`src/rtl/array_scan_pkg.sv`:
```
// Shared types and width helpers for the array scan engine.
package array_scan_pkg;

  typedef enum logic [1:0] {
    INDEX         = 2'd0,
    COUNT_LESS    = 2'd1,
    COUNT_GREATER = 2'd2,
    COUNT_EQUAL   = 2'd3
  } scan_mode_t;

  typedef enum logic [1:0] {
    IDLE   = 2'd0,
    READ   = 2'd1,
    DRAIN  = 2'd2,
    FINISH = 2'd3
  } scan_state_t;

  function automatic int addr_width(input int narrays, input int narea);
    return (narrays * narea > 1) ? $clog2(narrays * narea) : 1;
  endfunction

  function automatic int size_width(input int narea);
    return $clog2(narea + 1);
  endfunction

  function automatic int result_width(input int narea);
    return $clog2(narea + 1);
  endfunction

  function automatic int lane_width(input int lanes);
    return (lanes > 1) ? $clog2(lanes) : 1;
  endfunction

  function automatic int count_width(input int lanes);
    return $clog2(lanes + 1);
  endfunction

endpackage

```
`src/rtl/array_scan_lane_cmp.sv`:
```
// Compares one beat of heap data against the key: match count, any-match and
// the lowest matching valid lane.
module array_scan_lane_cmp
  import array_scan_pkg::*;
#(
  parameter int WIDTH = 12,
  parameter int LANES = 1
) (
  input  logic [LANES*WIDTH-1:0]           i_data,
  input  logic [LANES-1:0]                 i_valid,
  input  logic [WIDTH-1:0]                 i_key,
  input  scan_mode_t                       i_mode,
  output logic [count_width(LANES)-1:0]    o_count,
  output logic                             o_any,
  output logic [lane_width(LANES)-1:0]     o_first
);

  localparam int CW = count_width(LANES);
  localparam int LW = lane_width(LANES);

  logic [LANES-1:0] w_hit;

  // per-lane unsigned compare, masked by the live-element mask
  always_comb begin
    w_hit = '0;
    for (int k = 0; k < LANES; k++) begin
      case (i_mode)
        INDEX, COUNT_EQUAL: w_hit[k] = (i_data[k*WIDTH +: WIDTH] == i_key) & i_valid[k];
        COUNT_LESS:         w_hit[k] = (i_data[k*WIDTH +: WIDTH] <  i_key) & i_valid[k];
        COUNT_GREATER:      w_hit[k] = (i_data[k*WIDTH +: WIDTH] >  i_key) & i_valid[k];
        default:            w_hit[k] = 1'b0;
      endcase
    end
  end

  // population count and priority pick (lowest lane wins)
  always_comb begin
    o_count = '0;
    o_first = '0;
    for (int k = LANES - 1; k >= 0; k--) begin
      o_count = o_count + CW'(w_hit[k]);
      o_first = w_hit[k] ? LW'(k) : o_first;
    end
  end

  assign o_any = |w_hit;

endmodule

```
`src/rtl/array_scan_unit.sv`:
```
// Multi-cycle array scan engine: index-of and count-less/greater/equal over the
// live elements of one heap array, LANES elements per read beat.
module array_scan_unit
  import array_scan_pkg::*;
#(
  parameter int WIDTH   = 12,
  parameter int NAREA   = 4,
  parameter int NARRAYS = 20,
  parameter int LANES   = 1
) (
  input  logic                                 clock,
  input  logic                                 reset,
  input  logic                                 start,
  input  logic [1:0]                           mode,
  input  logic [$clog2(NARRAYS)-1:0]           array,
  input  logic [size_width(NAREA)-1:0]         size,
  input  logic [WIDTH-1:0]                     key,
  output logic                                 mem_rd,
  output logic [addr_width(NARRAYS,NAREA)-1:0] mem_addr,
  input  logic [LANES*WIDTH-1:0]               mem_data,
  output logic                                 busy,
  output logic                                 done,
  output logic [result_width(NAREA)-1:0]       result
);

  localparam int AW = addr_width(NARRAYS, NAREA);
  localparam int SW = size_width(NAREA);
  localparam int RW = result_width(NAREA);
  localparam int CW = count_width(LANES);
  localparam int LW = lane_width(LANES);
  localparam int EW = $clog2(NAREA + LANES + 1);

  scan_state_t    r_state;
  scan_mode_t     r_mode;
  logic [WIDTH-1:0] r_key;
  logic [SW-1:0]  r_size;
  logic [EW-1:0]  r_elem;
  logic           r_pend;
  logic [EW-1:0]  r_pend_elem;
  logic [RW-1:0]  r_acc;
  logic           r_mem_rd;
  logic [AW-1:0]  r_mem_addr;
  logic           r_busy;
  logic           r_done;
  logic [RW-1:0]  r_result;

  logic [SW-1:0]    w_size_clamp;
  logic [AW-1:0]    w_base;
  logic [LANES-1:0] w_mask;
  logic [CW-1:0]    w_cnt;
  logic             w_any;
  logic [LW-1:0]    w_idx;
  logic [EW-1:0]    w_next_elem;
  logic [RW-1:0]    w_sum;
  logic [RW-1:0]    w_index;
  logic             w_consume;

  // launch-time operands: clamped size and array base address
  always_comb begin
    if (size > SW'(NAREA)) begin
      w_size_clamp = SW'(NAREA);
    end else begin
      w_size_clamp = size;
    end
    w_base = AW'(array) * AW'(NAREA);
  end

  // live-lane mask for the beat currently returning from the heap
  always_comb begin
    w_mask = '0;
    for (int k = 0; k < LANES; k++) begin
      w_mask[k] = (r_pend_elem + EW'(k)) < EW'(r_size);
    end
  end

  assign w_next_elem = r_elem + EW'(LANES);
  assign w_sum       = r_acc + RW'(w_cnt);
  assign w_index     = RW'(r_pend_elem) + RW'(w_idx) + RW'(1'b1);
  // returning data only counts while a scan is live; stale beats are dropped
  assign w_consume   = r_pend && ((r_state == READ) || (r_state == DRAIN));

  array_scan_lane_cmp #(
    .WIDTH (WIDTH),
    .LANES (LANES)
  ) u_cmp (
    .i_data  (mem_data),
    .i_valid (w_mask),
    .i_key   (r_key),
    .i_mode  (r_mode),
    .o_count (w_cnt),
    .o_any   (w_any),
    .o_first (w_idx)
  );

  // scan sequencer, address generator, accumulator and result register
  always_ff @(posedge clock or posedge reset) begin
    if (reset) begin
      r_state     <= IDLE;
      r_mode      <= INDEX;
      r_key       <= '0;
      r_size      <= '0;
      r_elem      <= '0;
      r_pend      <= 1'b0;
      r_pend_elem <= '0;
      r_acc       <= '0;
      r_mem_rd    <= 1'b0;
      r_mem_addr  <= '0;
      r_busy      <= 1'b0;
      r_done      <= 1'b0;
      r_result    <= '0;
    end else begin
      r_done      <= 1'b0;
      r_pend      <= r_mem_rd;
      r_pend_elem <= r_elem;
      case (r_state)
        IDLE: begin
          if (start) begin
            r_mode     <= scan_mode_t'(mode);
            r_key      <= key;
            r_size     <= w_size_clamp;
            r_acc      <= '0;
            r_elem     <= '0;
            r_mem_addr <= w_base;
            if (w_size_clamp == '0) begin
              r_state  <= FINISH;
              r_done   <= 1'b1;
              r_result <= '0;
            end else begin
              r_state  <= READ;
              r_mem_rd <= 1'b1;
              r_busy   <= 1'b1;
            end
          end
        end
        READ, DRAIN: begin
          if (w_consume && (r_mode == INDEX) && w_any) begin
            r_state  <= FINISH;
            r_mem_rd <= 1'b0;
            r_busy   <= 1'b0;
            r_done   <= 1'b1;
            r_result <= w_index;
          end else if (r_state == DRAIN) begin
            r_state  <= FINISH;
            r_busy   <= 1'b0;
            r_done   <= 1'b1;
            r_result <= (r_mode == INDEX) ? '0 : w_sum;
          end else begin
            if (w_consume) begin
              r_acc <= w_sum;
            end
            if (w_next_elem >= EW'(r_size)) begin
              r_mem_rd <= 1'b0;
              r_state  <= DRAIN;
            end else begin
              r_elem     <= w_next_elem;
              r_mem_addr <= r_mem_addr + AW'(LANES);
            end
          end
        end
        FINISH: begin
          r_state <= IDLE;
        end
        default: begin
          r_state <= IDLE;
        end
      endcase
    end
  end

  assign mem_rd   = r_mem_rd;
  assign mem_addr = r_mem_addr;
  assign busy     = r_busy;
  assign done     = r_done;
  assign result   = r_result;

endmodule

```
`config.mk`:
```
export PLATFORM = sky130hd
export DESIGN_NAME = array_scan_unit
export DESIGN_NICKNAME = d
export VERILOG_FILES = /design/src/rtl/array_scan_pkg.sv /design/src/rtl/array_scan_lane_cmp.sv /design/src/rtl/array_scan_unit.sv
export SDC_FILE = /design/constraint.sdc
export NUM_CORES = 1
export LEC_CHECK = 0
export ABC_AREA = 1
export ABC_CLOCK_PERIOD_IN_PS = 2800
export BUFFER_PORTS_ARGS = -buffer_cell sky130_fd_sc_hd__buf_2
export CAP_MARGIN = 20
export CORE_MARGIN = 4
export CORE_UTILIZATION = 56
export DETAILED_ROUTE_END_ITERATION = 10
export PLACE_DENSITY = 0.8
export SLEW_MARGIN = 20
export SYNTH_ARGS = -nofsm -noshare
export SYNTH_HDL_FRONTEND = slang
export SYNTH_HIERARCHICAL = 1
export SYNTH_SLANG_ARGS = --single-unit
```
`constraint.sdc`:
```
create_clock -name clock -period 2.8 [get_ports clock]
set_input_delay 0.14 -clock clock [delete_from_list [all_inputs] [get_ports clock]]
set_output_delay 0.14 -clock clock [all_outputs]
set_load 0.02 [all_outputs]
```
==> impl_metrics.ini <==
[floorplan]
start_util = 0.581
rows = 25
fp.coreArea_um2 = 4720
die_h_um = 78.0
ios = 50
die-area_um2 = 6080
die-width_um = 78.0

[cells_and_area]
nets = 493
multi_input_area_um2 = 1430
diodes = 0
fin_util = 0.670
drive_gt1_frac = 0.182
fillers = 414
syn2layout_area_growth_pct = 15.4
regArea_um2 = 1050

[clock_network]
clk_pin_slew_worst_paths_ps = 80
numCtsBuffers = 5
cts_tree = done
insertion_delay_ps = 290
cts_root_buf = clkbuf_8
htreeDepth = 2
ctsLongestPathBuffers = 2
ctsHoldBuffers = 0
cts_sinks = 42
cts_resized = 0
cts_setup_buffers = 0

[drt]
drc = 0
vias_per_cell = 4.86
vias = 2406
post_drt_wl_per_cell_um = 11.6
drtPass1Iterations = 4
drtIter0Drc = 147
ant_nets = 0
wirelength_mm = 5.73

[setup_path]
crit_fanout = 3
crit_path_start_kind = flop
crit_path_end_kind = flop
path_cells = inv_1, ha_1, nand2_2, inv_2, nand2_4, nor2_4, nand2_2, nand2_1, inv_1, nand2_1, nand3_1, nand2_1, inv_1, ha_1, ha_1, nand2_1, inv_1, nor2_1, nand3_1, nand2_1, nand4_1, nand2_1
crit_start = r_key[9]$_DFFE_PP0P_
crit_family = simple AND/OR/NAND/NOR gates
worstReg2RegStart = r_key[9]$_DFFE_PP0P_
crit_path_max_incr_delay_ps = 360
critPathBufInv = 5
worstPathArrival_ps = 2570
cp.required_ps = 3040
r2r_slack_ps = 470
path_common_cell = nand2_1
crit_type = reg2reg
worst_path_max_delay_cell = dfrtp_1

[sta]
maxSlewViolCount = 0
skew_ps = 8.54
tightestPinTransition_ps = 778
tns_ps = 0
max-slew-margin-rel = 0.481
rsz0062_at_grt = false
fmax_ghz = 0.429
min_period_ps = 2330
fin_crit_sh = 0.833
final-hold-violation-count = 19
setup_ws_ps = 468
finalSetupViolCount = 0
hold_ws_ps = -25.1

[outcome]
run_status = finished with violations
violations = hold timing

[yosys]
yosys-top-cells-count = 157 x nand2_1, 55 x inv_1, 42 x dfrtp_1
yosysTopAreaCell = dfrtp_1
syn_inst = 375
synth_async_sr_flop_share = 1.00
synth_nets = 441
ys_types = 30
ys_ff_latch = 42
yosys_warnings = 6
synth_top_area_share = 0.383
synth-seq-area-share = 0.383
synth_area_um2 = 2740
synthMostInstantiatedCell = nand2_1
synth_edf_count = 0
yosys-top-cells-area = dfrtp_1 38%, nand2_1 21%, ha_1 13%
synth_flop_cell = dfrtp_1
syn_avg_cell_area_um2 = 7.31

[grt]
grt_overflow = 0
grt_max_degree = 24
gr-usage-all-layers = 0.206
use_met1 = 0.268
antenna_found_initial = 0
grt_util_met2 = 0.354
busiest_layer = met2
grt_pass1_vias = 2327
grt_pass1_wl_mm = 10.2
met3_usage = 0.0371

[min_path]
min_path_type = in2async

[placement]
place.gp.congestion = 0.862
port_buffers = 49
place_ws_ps = 464
dpl.hpwl_mm = 4.44

[power]
intPower_mw = 1.83
power.leakage_nw = 1.94
pwr-share-comb = 0.569
power_mw = 3.54
p_switching_mw = 1.71
peakVddDrop_mv = 0.604
clock_power_share = 0.135
powerDensity_nw_per_um2 = 1120
switching_share = 0.483
seqPwrFrac = 0.296

[job]
cap_violations = 0
==> power groups by stage <==
stage | Sequential, mW | Clock, mW | Combinational [mW]
global placement | 1.05 | 0 | 1.96
global route | 1.09 | 0.517 | 2.34
floorplan | 1.10 | 0 | 1.50
detailed placement | 1.06 | 0 | 2.01
finish | 1.05 | 0.477 | 2.02
CTS | 1.05 | 0.487 | 2.03
==> routing by layer <==
layer	vias to the layer above	share of wire	wire length, um
met5	-	0	0
met3	5	0.039	221
met1	1090	0.46	2610
li1	1261	-	-
met4	0	0.0077	44
met2	50	0.50	2860
==> kinds of logic after synthesis <==
| logic type | after synthesis | synth area share |
|---|---|---|
| buf+inv | 66 | 0.0940 |
| xor+xnor | 2 | 0.00639 |
| compound gates | 18 | 0.0401 |
| fa+ha+maj | 29 | 0.132 |
| simple gates | 217 | 0.343 |
| flops | 42 | 0.383 |
| other cells | 1 | 0.00137 |
==> worst reg2reg max path: cells and delay by family, from the launching register on <==
kind	cells	cell delay, ps
adders and majority gates	3	670
buffers and inverters	5	240
and+or+nand+nor	14	1000
DFF	1	360
==> final cells by class <==
class,instances,area share
clock buffer,6,0.0229
clock inverter,2,0.0119
inverter,60,0.0712
multi-input combinational,267,0.453
sequential,42,0.332
tap,67,0.0265
timing repair buffer,51,0.0822
==> worst paths after layout <==
path | endpoint | depth (start not counted)
max in group asynchronous | r_pend$_DFF_PP0_ | 3
setup reg to reg | result[2]$_DFFE_PP0P_ | 22
min in group clock | r_key[1]$_DFFE_PP0P_ | 3
hold / removal | r_key[3]$_DFFE_PP0P_ | 2
setup / recovery | result[2]$_DFFE_PP0P_ | 22
hold reg to reg | r_pend$_DFF_PP0_ | 0
==> through the flow <==
step / instances / cell area (um2) / hold WS (ps)
floorplan: 375 / 2740 / 250
global placement: 487 / 3050 / 326
detailed placement: 487 / 3050 / 335
CTS: 495 / 3160 / 6.20
global route: 495 / 3160 / 44.9
finish: 495 / 3160 / -25.1
==> registers in the layout, indices dropped and copies added (netlist names) <==
signal       count
done             1
r_state          2
r_acc            3
mem_rd           1
r_mode           2
r_pend           1
r_key           12
r_elem           3
result           3
busy             1
r_pend_elem      3
r_size           3
mem_addr         7
==> cells in the final DEF (no fill, tap or decap), types with 3 or more instances in the layout <==
cell / n
nor2_2: 3
nand3_1: 20
o21ai_0: 4
nand4_1: 9
ha_1: 29
dfrtp_1: 42
nor2_1: 15
nand2_1: 157
inv_2: 4
clkbuf_8: 5
inv_1: 55
nand2_2: 4
buf_2: 49
a21oi_1: 7
(Power assumes the default switching activity.)
